--- src/rtl/coax_pkg.sv ---
// Shared definitions for the coax transmitter feeder: word width and feeder state encoding.
package coax_pkg;

  localparam int COAX_WORD_WIDTH = 10;

  typedef enum logic [2:0] {
    ST_IDLE    = 3'd0,
    ST_PRESENT = 3'd1,
    ST_RELEASE = 3'd2,
    ST_SETTLE  = 3'd3,
    ST_CHECK   = 3'd4,
    ST_DRAIN   = 3'd5
  } feeder_state_e;

endpackage

--- src/rtl/coax_word_fifo.sv ---
// Synchronous first-word-fall-through FIFO; full/empty derive from the registered count.
module coax_word_fifo
  import coax_pkg::*;
#(
  parameter int DEPTH = 16,
  parameter int WIDTH = COAX_WORD_WIDTH,
  localparam int CW = $clog2(DEPTH + 1),
  localparam int AW = $clog2(DEPTH)
) (
  input  logic             clk,
  input  logic             reset,
  input  logic             push,
  input  logic             pop,
  input  logic [WIDTH-1:0] din,
  output logic [WIDTH-1:0] dout,
  output logic             full,
  output logic             empty,
  output logic [CW-1:0]    count
);

  logic [WIDTH-1:0] mem_q [DEPTH];
  logic [AW-1:0]    wr_ptr_q, wr_ptr_d;
  logic [AW-1:0]    rd_ptr_q, rd_ptr_d;
  logic [CW-1:0]    count_q, count_d;
  logic             push_ok, pop_ok;

  assign full  = (count_q == CW'(DEPTH));
  assign empty = (count_q == '0);
  assign count = count_q;
  assign dout  = mem_q[rd_ptr_q];

  // Pointer and occupancy update; pointers wrap naturally since DEPTH is a power of two.
  always_comb begin
    push_ok  = push && !full;
    pop_ok   = pop && !empty;
    wr_ptr_d = push_ok ? wr_ptr_q + 1'b1 : wr_ptr_q;
    rd_ptr_d = pop_ok ? rd_ptr_q + 1'b1 : rd_ptr_q;
    count_d  = count_q + CW'(push_ok) - CW'(pop_ok);
  end

  // Pointer and count registers.
  always_ff @(posedge clk) begin
    if (reset) begin
      wr_ptr_q <= '0;
      rd_ptr_q <= '0;
      count_q  <= '0;
    end else begin
      wr_ptr_q <= wr_ptr_d;
      rd_ptr_q <= rd_ptr_d;
      count_q  <= count_d;
    end
  end

  // Storage array; contents are don't-care while the slot is unoccupied.
  always_ff @(posedge clk) begin
    if (push_ok) mem_q[wr_ptr_q] <= din;
  end

endmodule

--- src/rtl/coax_tx_feeder.sv ---
// Feeds queued words to the coax transmitter, one load pulse per word, as one frame per start.
//
// state   | meaning
// IDLE    | waiting for start with a non-empty FIFO
// PRESENT | drive FIFO head onto tx_data, raise tx_load
// RELEASE | drop tx_load (transmitter captures), pop FIFO head
// SETTLE  | let tx_full catch up with the capture
// CHECK   | FIFO empty -> DRAIN; holding register busy -> wait; else next word
// DRAIN   | wait for the transmitter to finish the frame
module coax_tx_feeder
  import coax_pkg::*;
#(
  parameter int DEPTH = 16,
  localparam int COUNT_WIDTH = $clog2(DEPTH + 1)
) (
  input  logic                       clk,
  input  logic                       reset,
  input  logic [COAX_WORD_WIDTH-1:0] wr_data,
  input  logic                       wr_strobe,
  output logic                       fifo_full,
  output logic                       fifo_empty,
  output logic [COUNT_WIDTH-1:0]     fifo_count,
  output logic                       overflow,
  input  logic                       overflow_clear,
  input  logic                       start,
  output logic                       busy,
  output logic [COAX_WORD_WIDTH-1:0] tx_data,
  output logic                       tx_load,
  input  logic                       tx_full,
  input  logic                       tx_active
);

  feeder_state_e               state_q, state_d;
  logic                        busy_q, busy_d;
  logic                        tx_load_q, tx_load_d;
  logic [COAX_WORD_WIDTH-1:0]  tx_data_q, tx_data_d;
  logic                        overflow_q, overflow_d;
  logic                        fifo_pop;
  logic [COAX_WORD_WIDTH-1:0]  fifo_dout;

  coax_word_fifo #(
    .DEPTH (DEPTH),
    .WIDTH (COAX_WORD_WIDTH)
  ) u_fifo (
    .clk   (clk),
    .reset (reset),
    .push  (wr_strobe),
    .pop   (fifo_pop),
    .din   (wr_data),
    .dout  (fifo_dout),
    .full  (fifo_full),
    .empty (fifo_empty),
    .count (fifo_count)
  );

  assign busy     = busy_q;
  assign tx_load  = tx_load_q;
  assign tx_data  = tx_data_q;
  assign overflow = overflow_q;

  // Sticky drop flag; a drop in the same cycle as a clear keeps the flag set.
  always_comb begin
    overflow_d = overflow_q;
    if (overflow_clear) overflow_d = 1'b0;
    if (wr_strobe && fifo_full) overflow_d = 1'b1;
  end

  // Next-state and load-protocol outputs.
  always_comb begin
    state_d   = state_q;
    busy_d    = busy_q;
    tx_load_d = tx_load_q;
    tx_data_d = tx_data_q;
    fifo_pop  = 1'b0;
    unique case (state_q)
      ST_IDLE: begin
        if (start && !fifo_empty) begin
          state_d = ST_PRESENT;
          busy_d  = 1'b1;
        end
      end
      ST_PRESENT: begin
        tx_data_d = fifo_dout;
        tx_load_d = 1'b1;
        state_d   = ST_RELEASE;
      end
      ST_RELEASE: begin
        tx_load_d = 1'b0;
        fifo_pop  = 1'b1;
        state_d   = ST_SETTLE;
      end
      ST_SETTLE: state_d = ST_CHECK;
      ST_CHECK: begin
        if (fifo_empty)    state_d = ST_DRAIN;
        else if (!tx_full) state_d = ST_PRESENT;
      end
      ST_DRAIN: begin
        if (!tx_active) begin
          state_d = ST_IDLE;
          busy_d  = 1'b0;
        end
      end
      default: begin
        state_d   = ST_IDLE;
        busy_d    = 1'b0;
        tx_load_d = 1'b0;
      end
    endcase
  end

  // State and output registers.
  always_ff @(posedge clk) begin
    if (reset) begin
      state_q    <= ST_IDLE;
      busy_q     <= 1'b0;
      tx_load_q  <= 1'b0;
      tx_data_q  <= '0;
      overflow_q <= 1'b0;
    end else begin
      state_q    <= state_d;
      busy_q     <= busy_d;
      tx_load_q  <= tx_load_d;
      tx_data_q  <= tx_data_d;
      overflow_q <= overflow_d;
    end
  end

endmodule

--- config.mk ---
export PLATFORM = sky130hd
export DESIGN_NAME = coax_tx_feeder
export DESIGN_NICKNAME = d
export VERILOG_FILES = /design/src/rtl/coax_pkg.sv /design/src/rtl/coax_word_fifo.sv /design/src/rtl/coax_tx_feeder.sv
export SDC_FILE = /design/constraint.sdc
export NUM_CORES = 1
export LEC_CHECK = 0
export ABC_CLOCK_PERIOD_IN_PS = 4360
export CORE_ASPECT_RATIO = 0.8
export CORE_MARGIN = 4
export CORE_UTILIZATION = 59
export CTS_CLUSTER_DIAMETER = 40
export CTS_CLUSTER_SIZE = 12
export DETAILED_ROUTE_END_ITERATION = 6
export GPL_ROUTABILITY_DRIVEN = 0
export MAX_ROUTING_LAYER = met4
export PLACE_DENSITY_LB_ADDON = 0.2
export SLEW_MARGIN = 10
export SYNTH_ARGS = -nofsm -noshare
export SYNTH_HDL_FRONTEND = slang
export SYNTH_SLANG_ARGS = --single-unit
--- constraint.sdc ---
create_clock -name clk -period 4.36 [get_ports clk]
set_clock_uncertainty 0.15 [all_clocks]
set_input_delay 0.872 -clock clk [delete_from_list [all_inputs] [get_ports clk]]
set_output_delay 0.872 -clock clk [all_outputs]
set_load 0.02 [all_outputs]
# After elaboration in Yosys (flattened, before gate mapping)
# Memories as Yosys holds them, arrays and structs flattened. A register that Yosys moved wholly into a read port is not among the register bits.
# Cells that the tools add are included.
[word_totals]
reg_bits = 19
ramBits = 160
input_bits = 17
output_inout_bits = 20
mem_count = 1
[mem_list]
columns = ["memory", "words", "word_bits", "rd", "rd_ports_with_merged_regs", "write_ports", "line", "rtl"]
rows = [
  ["u_fifo.mem_q", 16, 10, 1, 1, 1, "coax_word_fifo.sv:21", "logic [WIDTH-1:0] mem_q [DEPTH];"],
]
[op_classes]
addsub = 4
n_eq_ne = 9
muxes = 14
bitwise = 1
n_reduce_logical = 13
[ops]
columns = ["cell", "count"]
rows = [
  ["$pmux W3 S6", 1],
  ["$mux W3", 4],
  ["$add A4 B1 Y4 const B", 2],
  ["$reduce_or A4 Y1", 2],
  ["$mux W1", 7],
  ["$eq A3 B2 Y1 const B", 2],
  ["$eq A3 B3 Y1 const B", 2],
  ["$reduce_and A3 Y1", 2],
  ["$add A5 B1 Y5", 1],
  ["$eq A5 B5 Y1 const B", 1],
  ["$logic_not A5 Y1", 1],
  ["$sub A5 B1 Y5", 1],
  ["$logic_and A1 B1 Y1", 4],
  ["$ne A2 B2 Y1 const B", 2],
  ["$eq A3 B1 Y1 const B", 1],
  ["$logic_not A3 Y1", 1],
  ["$ne A3 B2 Y1 const B", 1],
  ["$pmux W1 S3", 1],
  ["$logic_not A1 Y1", 2],
  ["$pmux W1 S2", 1],
  ["$reduce_bool A2 Y1", 1],
  ["$not A1 Y1", 1],
]

# Depth between registers and ports, before layout
[logic_depth]
depth_word = 5
ltp_mapped = 14
depth_no_buf = 13

# Hierarchy
# Synthesis repeated with hierarchy kept, for this count alone.
[hier_totals]
cells_unflattened = 425
area_unflattened_um2 = 7634.8
[modules_own_cells]
columns = ["module", "n_inst", "cells_per_inst", "area_per_inst_um2"]
rows = [
  ["coax_word_fifo", 1, 354, 6966.7],
  ["coax_tx_feeder", 1, 71, 668.1],
]

# Least setup slack after synthesis
# No wires, ideal clock.
[synth_timing]
path_kind = "reg2reg"
from = "register u_fifo.count_q[3], in the netlist u_fifo.count[3]"
to = "register u_fifo.count_q[4], in the netlist u_fifo.count[4]"
setup_ps = 70
arrival_time_ps = 2955
path_slack_ps = 1184
stages_incl_launch_ff = 15
period_less_slack_ps = 3176
cell_sequence = "dfxtp_1 -> inv_1 -> ha_1 -> or4b_1 -> clkbuf_1 -> nand3_1 -> inv_1 -> ha_1 -> inv_1 -> ha_1 -> fa_1 -> a21oi_1 -> nor2_1 -> or3_1 -> a21oi_1"
[synth_rtl]
columns = ["item", "line", "rtl"]
rows = [
  ["start, declared", "coax_word_fifo.sv:24", "logic [CW-1:0] count_q, count_d;"],
  ["start signal, assigned", "coax_word_fifo.sv:50", "count_q <= count_d;"],
  ["$logic_not A5 Y1", "coax_word_fifo.sv:28", "assign empty = (count_q == '0);"],
  ["$logic_not A1 Y1", "coax_word_fifo.sv:35", "pop_ok = pop && !empty;"],
  ["$logic_and A1 B1 Y1", "coax_word_fifo.sv:35", ""],
  ["named net u_fifo.pop_ok", "coax_word_fifo.sv:25", "logic push_ok, pop_ok;"],
  ["$sub A5 B1 Y5", "coax_word_fifo.sv:38", "count_d = count_q + CW'(push_ok) - CW'(pop_ok);"],
]
# The timed path passes the listed nets, and every way through them passes these cells.
# A chain may end at the register's enable or synchronous reset.

# Worst setup path in the final report
[layout_timing]
from = "register u_fifo.count_q[3], in the netlist u_fifo.count[3]"
to = "output fifo_empty"
[layout_via]
elab_chain_cells = 1
[layout_rtl]
columns = ["item", "line", "rtl"]
rows = [
  ["$logic_not A5 Y1", "coax_word_fifo.sv:28", ""],
  ["end, declared", "coax_tx_feeder.sv:21", "output logic fifo_empty,"],
]
# No other way between the ends.

==> results.cfg <==
[clock_tree]
clkLatencyLatePin_ps = 420
cts_max_level = 4
numCtsBuffers = 17
path_clk_slew_ps = 70
clk_path_buf_depth = 2
cts_tree = done
cts-root-buf = clkbuf_16
cts_resized = 0
clock_sinks = 189
holdBufCountCts = 0
postCtsSetupBuffers = 0

[timing]
maxSlewHeadroom_pct = 37.3
period_needed_ps = 3370
fin_tns_setup_ps = 0
finalSetupViolCount = 0
period_share_pct = 77.2
worst_pin_slew_ps = 940
clock.fmax_mhz = 297
slew_viol_final = 0
rsz0062_at_grt = no
hold_viol_final = 0

[power]
p_per_area_nw_per_um2 = 527
totalPowerFinal_mw = 4.59
p_leak_nw = 2.82
max-vdd-ir-drop_mv = 0.305

[global_routing]
first_global_vias = 3938
antenna_found_initial = 0
grt-ovfl-total = 0
grt_max_degree = 27
grt_pass1_wl_um = 22300
grtUsageTotal_pct = 21.4

[cells_and_area]
synthToLayoutAreaGrowth_pct = 15.2
antenna_cells = 0
drive_gt1_share_pct = 19.5
final_cell_area_um2 = 8720
stdcell_count = 669
fillers = 794
fin_nets = 514

[logic_synthesis]
synthSimpleGateAreaFrac_pct = 5.71
synthCells = 431
yosys_most_used_dff = edfxtp_1
synth_top_family_by_area = multiplexers
yosys_warnings = 0
muxShareOfSynthArea_pct = 12.8
yosysUniqueCellTypes = 46
syn-cell-area_um2 = 7570
synth-edff-count = 160
synth_compound_area_share_pct = 4.58
syn-num-nets = 460
syn_avg_cell_area_um2 = 17.6
synth_xor_area_share_pct = 1.16
synthAdderAreaFrac_pct = 2.08
synth.ff_latch_count = 189
yosysSeqAreaShare_pct = 71.2
async_reset_ff_share_pct = 0

[placement]
dp_hpwl_um = 9090
io_buffers = 36
dpl-instance-area_um2 = 8170
place_inst = 637

[floorplanning]
row_count = 36
ios = 37
die_h_um = 109
die_w_um = 135
core_um2 = 12300
dieArea_um2 = 14700
initial_core_util_pct = 61.3

[critical_path]
critPathLaunchType = register
critical_path.startpoint = u_fifo.count[3]$_SDFF_PP0_
r2r_cells = 13
r2r_end = u_fifo.count[4]$_SDFF_PP0_
reg2reg_slack_ps = 1000
endpoint = fifo_empty
crit_path_max_fanout = 7
path_class = reg -> out
r2r-start = u_fifo.count[3]$_SDFF_PP0_
worstPathArrival_ps = 2340
required_ps = 3340
crit_path_end_kind = output pin

[routing]
num_vias = 3932
drt_iter0_markers = 398
first_pass_iters = 5
drcViolationCount = 0
antenna_left = 0
wire_per_inst_um = 21.4
viasPerCell = 5.88
totalWireLength_um = 14300

[worst_hold_path]
hp-class = reg -> reg
whs_path_depth = 2

[flow_run]
max-cap-violations = 0

[status]
outcome = finished clean
-- state kept, by name, summed over array words and instances, names as in the netlist --
name,count
state_q,3
overflow,1
tx_load,1
busy,1
tx_data,10
u_fifo.rd_ptr_q,4
u_fifo.mem_q,160
u_fifo.wr_ptr_q,4
u_fifo.count,5
-- where the power goes --
group	internal, mW	switching, mW	leakage [nW]
sequential	2.08	0.134	1.68
combinational	0.473	0.482	0.868
clock	0.784	0.640	0.264
total	3.34	1.26	2.82
-- per-layer routing --
metal	up-vias	global-route usage, %	wire length (um)
met5	-	-	0
met4	0	6.18	193
met3	17	4.70	617
met2	98	32.1	6730
met1	2021	30.0	6750
li1	1796	-	-
-- synth_stat cells (5+ instances only) --
cell      count  area, um^2
mux4_2       30         676
a21oi_1       9        45.0
dfxtp_1      29         581
buf_6         6        67.6
nor3_1        5        25.0
nand2b_1      8        50.1
ha_1         11         138
nor2_1       34         128
a221o_1       6        60.1
nand2_1       8        30.0
mux2i_1      25         250
edfxtp_1    160        4800
inv_1        12        45.0
xor2_1        6        52.6
buf_2         5        25.0
nor2b_1       9        56.3
o21ai_0       6        30.0
clkbuf_1      9        33.8
-- cells in the final DEF (no fill, tap or decap), types with 4 or more instances in the layout --
cell type        instances
a2111oi_2                4
a21oi_1                  9
a221o_1                  6
a32oi_1                  4
buf_4                   22
clkbuf_16               17
clkdlybuf4s50_1         36
clkinv_2                 4
dfxtp_1                 27
edfxtp_1               160
ha_1                    11
inv_1                   12
mux2_2                   4
mux2i_1                 25
mux4_2                  30
nand2_1                  8
nand2b_1                 8
nor2_1                  34
nor2b_1                  9
nor3_1                   5
o21ai_0                  6
xnor2_1                  4
xor2_1                   6
-- through the flow --
step	util [%]	setup slack, ps	hold slack [ps]
CTS	70.6	992	332
global placement	66.2	1160	312
finish	70.6	994	329
detailed placement	66.2	1050	317
global route	70.6	871	362
floorplan	-	1180	363
-- worst max-delay path, cell delays in order, from the launching register on --
cell and delay, ps:
dfxtp_1 340, inv_1 90, ha_1 160, or4b_1 590, inv_1 140, clkdlybuf4s50_1 610
-- worst min-delay path by stage --
stage | from | to | slack (ps)
4_1_cts | busy$_SDFFE_PP0P_ | busy$_SDFFE_PP0P_ | 330
2_1_floorplan | u_fifo.rd_ptr_q[2]$_SDFFE_PP0P_ | u_fifo.rd_ptr_q[2]$_SDFFE_PP0P_ | 360
3_5_place_dp | tx_data[0]$_SDFFE_PP0P_ | tx_data[0]$_SDFFE_PP0P_ | 320
6_report | tx_data[0]$_SDFFE_PP0P_ | tx_data[0]$_SDFFE_PP0P_ | 330
5_1_grt | busy$_SDFFE_PP0P_ | busy$_SDFFE_PP0P_ | 360
3_3_place_gp | busy$_SDFFE_PP0P_ | busy$_SDFFE_PP0P_ | 310
-- area by class of cell --
class / instances / area, um^2 / share of cell area [%]
tap: 171 / 214 / 2.45
multi-input combinational: 207 / 1990 / 22.9
inverter: 12 / 45.0 / 0.517
timing repair buffer: 58 / 526 / 6.03
sequential: 189 / 5390 / 61.8
clock inverter: 15 / 124 / 1.42
clock buffer: 17 / 425 / 4.88
-- cell families after synthesis --
family / after synthesis
AOI/OAI and AO/OA: 43
xor gates and xnor gates: 10
adders and majority gates: 12
buffers and inverters: 35
DFF: 189
muxes: 59
and+or+nand+nor: 83
Power figures use the tool's default switching activity.
